<file path="config.mk">
export PLATFORM = sky130hd
export DESIGN_NAME = mem_port_arbiter
export DESIGN_NICKNAME = d
export VERILOG_FILES = /design/src/rtl/mem_arb_pkg.sv /design/src/rtl/arb_pick.sv /design/src/rtl/mem_port_arbiter.sv
export SDC_FILE = /design/constraint.sdc
export NUM_CORES = 1
export LEC_CHECK = 0
export CORE_MARGIN = 10
export CORE_UTILIZATION = 24
export DETAILED_ROUTE_END_ITERATION = 10
export RECOVER_POWER = 25
export SETUP_SLACK_MARGIN = 0.05
export SYNTH_ARGS = -nofsm -noshare
export SYNTH_HDL_FRONTEND = slang
export SYNTH_SLANG_ARGS = --single-unit
</file>
<file path="constraint.sdc">
create_clock -name clk -period 8.1 [get_ports clk]
set_input_delay 0.81 -clock clk [delete_from_list [all_inputs] [get_ports clk]]
set_output_delay 0.81 -clock clk [all_outputs]
set_load 0.01 [all_outputs]
</file>
<file path="src/rtl/mem_arb_pkg.sv">
// Shared types and defaults for the unified-memory port arbiter.
//   arb_state_t : arbiter FSM states
//   owner_t     : which pipeline stage owns the memory port
package mem_arb_pkg;

   localparam int unsigned MAX_D_STREAK_DEF = 4;
   localparam int unsigned TIMEOUT_DEF      = 255;
   localparam int unsigned STREAK_W         = 4;
   localparam int unsigned TO_W             = 8;

   typedef enum logic [1:0] {
      IDLE   = 2'd0,
      BUSY_I = 2'd1,
      BUSY_D = 2'd2
   } arb_state_t;

   typedef enum logic {
      OWN_I = 1'b0,
      OWN_D = 1'b1
   } owner_t;

endpackage

</file>
<file path="src/rtl/arb_pick.sv">
// Combinational grant decision: data wins unless fetch has been starved
// for a full streak.
//   if_req, d_req : pending requests
//   streak_full   : data streak has reached its limit
//   grant_valid   : some requester is to be granted
//   owner         : which requester wins
module arb_pick
   import mem_arb_pkg::*;
(
   input  logic   if_req,
   input  logic   d_req,
   input  logic   streak_full,
   output logic   grant_valid,
   output owner_t owner
);

   always_comb begin
      grant_valid = if_req | d_req;
      owner       = OWN_D;
      if (!d_req || (if_req && streak_full)) begin
         owner = OWN_I;
      end
   end

endmodule

</file>
<file path="src/rtl/mem_port_arbiter.sv">
// Shares one single-ported memory between fetch and the memory stage.
//   clk, rst                          : clock, async active-high reset
//   if_req/if_addr/if_done/if_rdata   : fetch read port
//   d_req/d_we/d_addr/d_wdata/d_done/d_rdata : data load/store port
//   stall_if, stall_mem               : stall requests to hazard logic
//   bus_err                           : pulse on timeout abort
//   mem_req/mem_we/mem_addr/mem_wdata/mem_ready/mem_rdata : memory side
module mem_port_arbiter
   import mem_arb_pkg::*;
#(
   parameter int unsigned AW           = 32,
   parameter int unsigned DW           = 32,
   parameter int unsigned MAX_D_STREAK = MAX_D_STREAK_DEF,
   parameter int unsigned TIMEOUT      = TIMEOUT_DEF
) (
   input  logic          clk,
   input  logic          rst,
   input  logic          if_req,
   input  logic [AW-1:0] if_addr,
   output logic          if_done,
   output logic [DW-1:0] if_rdata,
   input  logic          d_req,
   input  logic          d_we,
   input  logic [AW-1:0] d_addr,
   input  logic [DW-1:0] d_wdata,
   output logic          d_done,
   output logic [DW-1:0] d_rdata,
   output logic          stall_if,
   output logic          stall_mem,
   output logic          bus_err,
   output logic          mem_req,
   output logic          mem_we,
   output logic [AW-1:0] mem_addr,
   output logic [DW-1:0] mem_wdata,
   input  logic          mem_ready,
   input  logic [DW-1:0] mem_rdata
);

   arb_state_t          state, state_nxt;
   owner_t              grant_owner;
   logic                grant_valid, streak_full;
   logic                busy, to_hit, complete, arb_en, grant;
   logic [STREAK_W-1:0] streak;
   logic [TO_W-1:0]     to_cnt;
   logic                lat_we;
   logic [AW-1:0]       lat_addr;
   logic [DW-1:0]       lat_wdata;
   logic [DW-1:0]       if_rdata_q, d_rdata_q, cpl_rdata;

   // Abort fires in the TIMEOUT-th busy cycle without ready; a real
   // ready in that same cycle still completes normally.
   assign busy        = (state != IDLE);
   assign to_hit      = busy && !mem_ready && (to_cnt == TO_W'(TIMEOUT - 1));
   assign complete    = busy && (mem_ready || to_hit);
   assign arb_en      = !busy || complete;
   assign grant       = arb_en && grant_valid;
   assign streak_full = (streak == STREAK_W'(MAX_D_STREAK));
   assign cpl_rdata   = to_hit ? '0 : mem_rdata;

   arb_pick u_pick (
      .if_req      (if_req),
      .d_req       (d_req),
      .streak_full (streak_full),
      .grant_valid (grant_valid),
      .owner       (grant_owner)
   );

   // State register
   always_ff @(posedge clk or posedge rst) begin
      if (rst) state <= IDLE;
      else     state <= state_nxt;
   end

   // Next state: re-arbitrate when idle or on the completion cycle
   always_comb begin
      state_nxt = state;
      if (arb_en) begin
         if (!grant_valid)              state_nxt = IDLE;
         else if (grant_owner == OWN_D) state_nxt = BUSY_D;
         else                           state_nxt = BUSY_I;
      end
   end

   // Outputs: done/err/rdata are live in the completion cycle
   always_comb begin
      mem_req   = busy;
      mem_we    = (state == BUSY_D) && lat_we;
      mem_addr  = lat_addr;
      mem_wdata = lat_wdata;
      if_done   = (state == BUSY_I) && complete;
      d_done    = (state == BUSY_D) && complete;
      bus_err   = to_hit;
      if_rdata  = if_done ? cpl_rdata : if_rdata_q;
      d_rdata   = d_done  ? cpl_rdata : d_rdata_q;
      stall_if  = if_req && !if_done;
      stall_mem = d_req  && !d_done;
   end

   // Grant latch, streak and timeout counters, held read data
   always_ff @(posedge clk or posedge rst) begin
      if (rst) begin
         lat_we     <= 1'b0;
         lat_addr   <= '0;
         lat_wdata  <= '0;
         streak     <= '0;
         to_cnt     <= '0;
         if_rdata_q <= '0;
         d_rdata_q  <= '0;
      end else begin
         if (grant) begin
            to_cnt <= '0;
            if (grant_owner == OWN_D) begin
               lat_we    <= d_we;
               lat_addr  <= d_addr;
               lat_wdata <= d_wdata;
            end else begin
               lat_we    <= 1'b0;
               lat_addr  <= if_addr;
               lat_wdata <= '0;
            end
            if (grant_owner == OWN_I || !if_req) streak <= '0;
            else if (!streak_full)               streak <= streak + STREAK_W'(1);
         end else if (busy && !mem_ready) begin
            to_cnt <= to_cnt + TO_W'(1);
         end
         if (if_done) if_rdata_q <= cpl_rdata;
         if (d_done)  d_rdata_q  <= cpl_rdata;
      end
   end

endmodule

</file>
==> results.sh <==
export IMPL_outcome="complete, but fails checks"
export IMPL_violations="capacitance limit, slew limit"
export IMPL_via_per_inst=4.72
export IMPL_drt_iter0_drc=352
export IMPL_power_mw=2.52
export IMPL_post_route_util=0.397
export IMPL_firstDrtPassIters=4
export IMPL_placed_cell_area_sq_um=8800
export IMPL_final_nets=850
export IMPL_grtUsageMet2=0.199
export IMPL_hold_viol=0
export IMPL_ys_types=36
export IMPL_holdCritPathClass="reg -> reg"
export IMPL_diodes=0
export IMPL_crit_type="in -> out"
export IMPL_rr_worst_depth=8
export IMPL_postCtsSetupRepairBufs=0
export IMPL_crit_required_ns=7.29
export IMPL_num_rows=56
export IMPL_grt_busiest_layer="met2"
export IMPL_core_sq_um=23700
export IMPL_die_h_um=176
export IMPL_synth_fp_nets=595
export IMPL_grt_util_met1=0.170
export IMPL_vdd_drop_max_mv=0.131
export IMPL_hold_depth=1
export IMPL_wl_per_cell_um=20.3
export IMPL_cts_buffers=17
export IMPL_max_freq_mhz=186
export IMPL_drv_slew=156
export IMPL_drv_cap=2
export IMPL_drive_gt1_frac=0.0678
export IMPL_grt_pass1_wl_um=32700
export IMPL_yosysTopAreaCellShare=0.615
export IMPL_ant_nets=0
export IMPL_ys_flop_type="dfrtp_1"
export IMPL_area_delta_synth_final_pct=61.8
export IMPL_clk_path_buf_depth=2
export IMPL_grt_overflow=0
export IMPL_antenna_found_initial=0
export IMPL_fin_crit_sh=0.663
export IMPL_dieArea_sq_um=30900
export IMPL_fin_crit_ns=5.37
export IMPL_start_kind="input pin"
export IMPL_cts_resized_gates=0
export IMPL_synth_cells=457
export IMPL_h_tree_depth=4
export IMPL_rsz0062_at_grt="no"
export IMPL_cts_tree="yes"
export IMPL_nFillCells=2361
export IMPL_start_util=0.246
export IMPL_layoutNonFillerInstCount=1042
export IMPL_fin_worst_skew_ns=0.0117
export IMPL_setup_tns_ns=0
export IMPL_cts_num_sinks=143
export IMPL_end_kind="output pin"
export IMPL_stdcell_area_sq_um=9410
export IMPL_grt_max_degree=87
export IMPL_wl_um=21200
export IMPL_syn_area_per_cell_sq_um=12.7
export IMPL_synth_edf_count=0
export IMPL_synth_area_sq_um=5820
export IMPL_gp_congestion=0.750
export IMPL_via_count=4918
export IMPL_io_pins=269
export IMPL_finalSetupViolCount=0
export IMPL_worstSkewPairLatency_ns=0.42
export IMPL_synth_seq_cells=143
export IMPL_worstPathArrival_ns=4.56
export IMPL_dp_cells=1012
export IMPL_crit_fanout=68
export IMPL_power_leakage_nw=3.92
export IMPL_relSlewSlack=-1.60
export IMPL_io_buffers=268
export IMPL_first_global_vias=5295
export IMPL_dp_hpwl_um=15300
export IMPL_grtUsageMet3=0.0759
export IMPL_path_clk_slew_ns=0.06
export IMPL_hold_buffers=0
export IMPL_cts_root_buf="clkbuf_16"
export IMPL_drc_errors=0
export IMPL_yosys_warnings=0
export IMPL_yosysSeqAreaShare=0.615
export IMPL_tightest_slew_ns=3.87
export IMPL_track_usage=0.135
export IMPL_synth_area_leaders="dfrtp_1 (62%), a32o_1 (11%), o21ai_0 (5.9%), mux2i_1 (5.5%), a22o_1 (5.1%)"
export IMPL_yosysTopAreaCell="dfrtp_1"
export IMPL_powerDensity_nw_per_um2=268
export IMPL_synth_async_reset_ratio=1.00
export IMPL_die_w_um=176
[cell usage in the layout (no fill, tap or decap), drive strengths merged, types with 8 or more instances in the layout]
| cell | instances |
|---|---|
| buf | 11 |
| a32o | 64 |
| clkbuf | 19 |
| o21ai | 69 |
| dfrtp | 143 |
| nor2 | 16 |
| inv | 12 |
| a22o | 34 |
| dlygate4sd3 | 8 |
| clkdlybuf4s50 | 259 |
| mux2i | 32 |
[synth_stat cells (4+ instances only)]
master / number
a22o_1: 34
a32o_1: 64
buf_2: 9
clkbuf_1: 31
dfrtp_1: 143
ha_1: 4
inv_1: 10
mux2i_1: 32
nand3_1: 5
nand4_1: 4
nor2_1: 14
nor3_1: 4
o21ai_0: 68
xnor2_1: 4
[cell type report]
cell class                 instances  area (sq um)  share of cell area
sequential                       143          3580               0.380
multi-input combinational        261          2020               0.215
timing repair buffer             279          2760               0.293
inverter                          10          38.8             0.00412
clock buffer                      18           429              0.0456
tap                              319           399              0.0424
clock inverter                    12           186              0.0198
[cell families (layout without fill, tap and decap cells)]
kind of cell / Yosys count / in the layout / synth area share
AOI/OAI and AO/OA: 176 / 176 / 0.233
xor gates and xnor gates: 7 / 7 / 0.0105
adders and majority gates: 4 / 4 / 0.00860
buffers and inverters: 53 / 319 / 0.0400
DFF: 143 / 143 / 0.615
muxes: 32 / 32 / 0.0551
and+or+nand+nor: 42 / 42 / 0.0372
[flip-flops by register name (all words and copies together), names as in the netlist]
| register | count |
|---|---|
| to_cnt | 8 |
| state | 2 |
| streak | 4 |
| if_rdata_q | 32 |
| d_rdata_q | 32 |
| lat_we | 1 |
| mem_wdata | 32 |
| mem_addr | 32 |
[path summary, 6_finish.rpt]
kind                          startpoint       endpoint  slack, ns
max in group asynchronous            rst  mem_wdata[20]       4.02
min in group asynchronous            rst   d_rdata_q[6]       1.99
hold reg to reg            d_rdata_q[19]  d_rdata_q[19]       0.49
hold / removal             d_rdata_q[19]  d_rdata_q[19]       0.49
setup / recovery               mem_ready    d_rdata[17]       2.73
setup reg to reg               to_cnt[0]   mem_addr[16]       5.46
[where the power goes]
group	total, mW	internal, mW	switching, mW	leakage [nW]
clock network	0.835	0.516	0.318	0.289
logic	0.761	0.424	0.338	1.83
registers	0.924	0.865	0.0594	1.80
total	2.52	1.80	0.716	3.92
[critical path, stage by stage]
cell and delay (ns):
buf_2 0.07, clkbuf_1 2.16, inv_1 0.11, o31ai_1 0.21, nand2_1 0.11, buf_4 0.27, a32o_1 0.27, clkdlybuf4s50_1 0.51
[routing by layer]
| layer | up-vias | part of all wire | wire length, um |
|---|---|---|---|
| met3 | 12 | 0.12 | 2520 |
| met4 | 0 | 0.0078 | 165 |
| li1 | 2267 | - | - |
| met2 | 229 | 0.43 | 9170 |
| met5 | - | 0 | 0 |
| met1 | 2410 | 0.44 | 9340 |
[metrics by stage]
step                worst slack [ns]  hold WS, ns
global placement                4.43        0.474
finish                          2.73        0.492
CTS                             4.44        0.498
floorplan                       3.45        0.464
global route                    2.30        0.506
detailed placement              4.45        0.482
No activity file was read; power rests on OpenSTA's default activity.
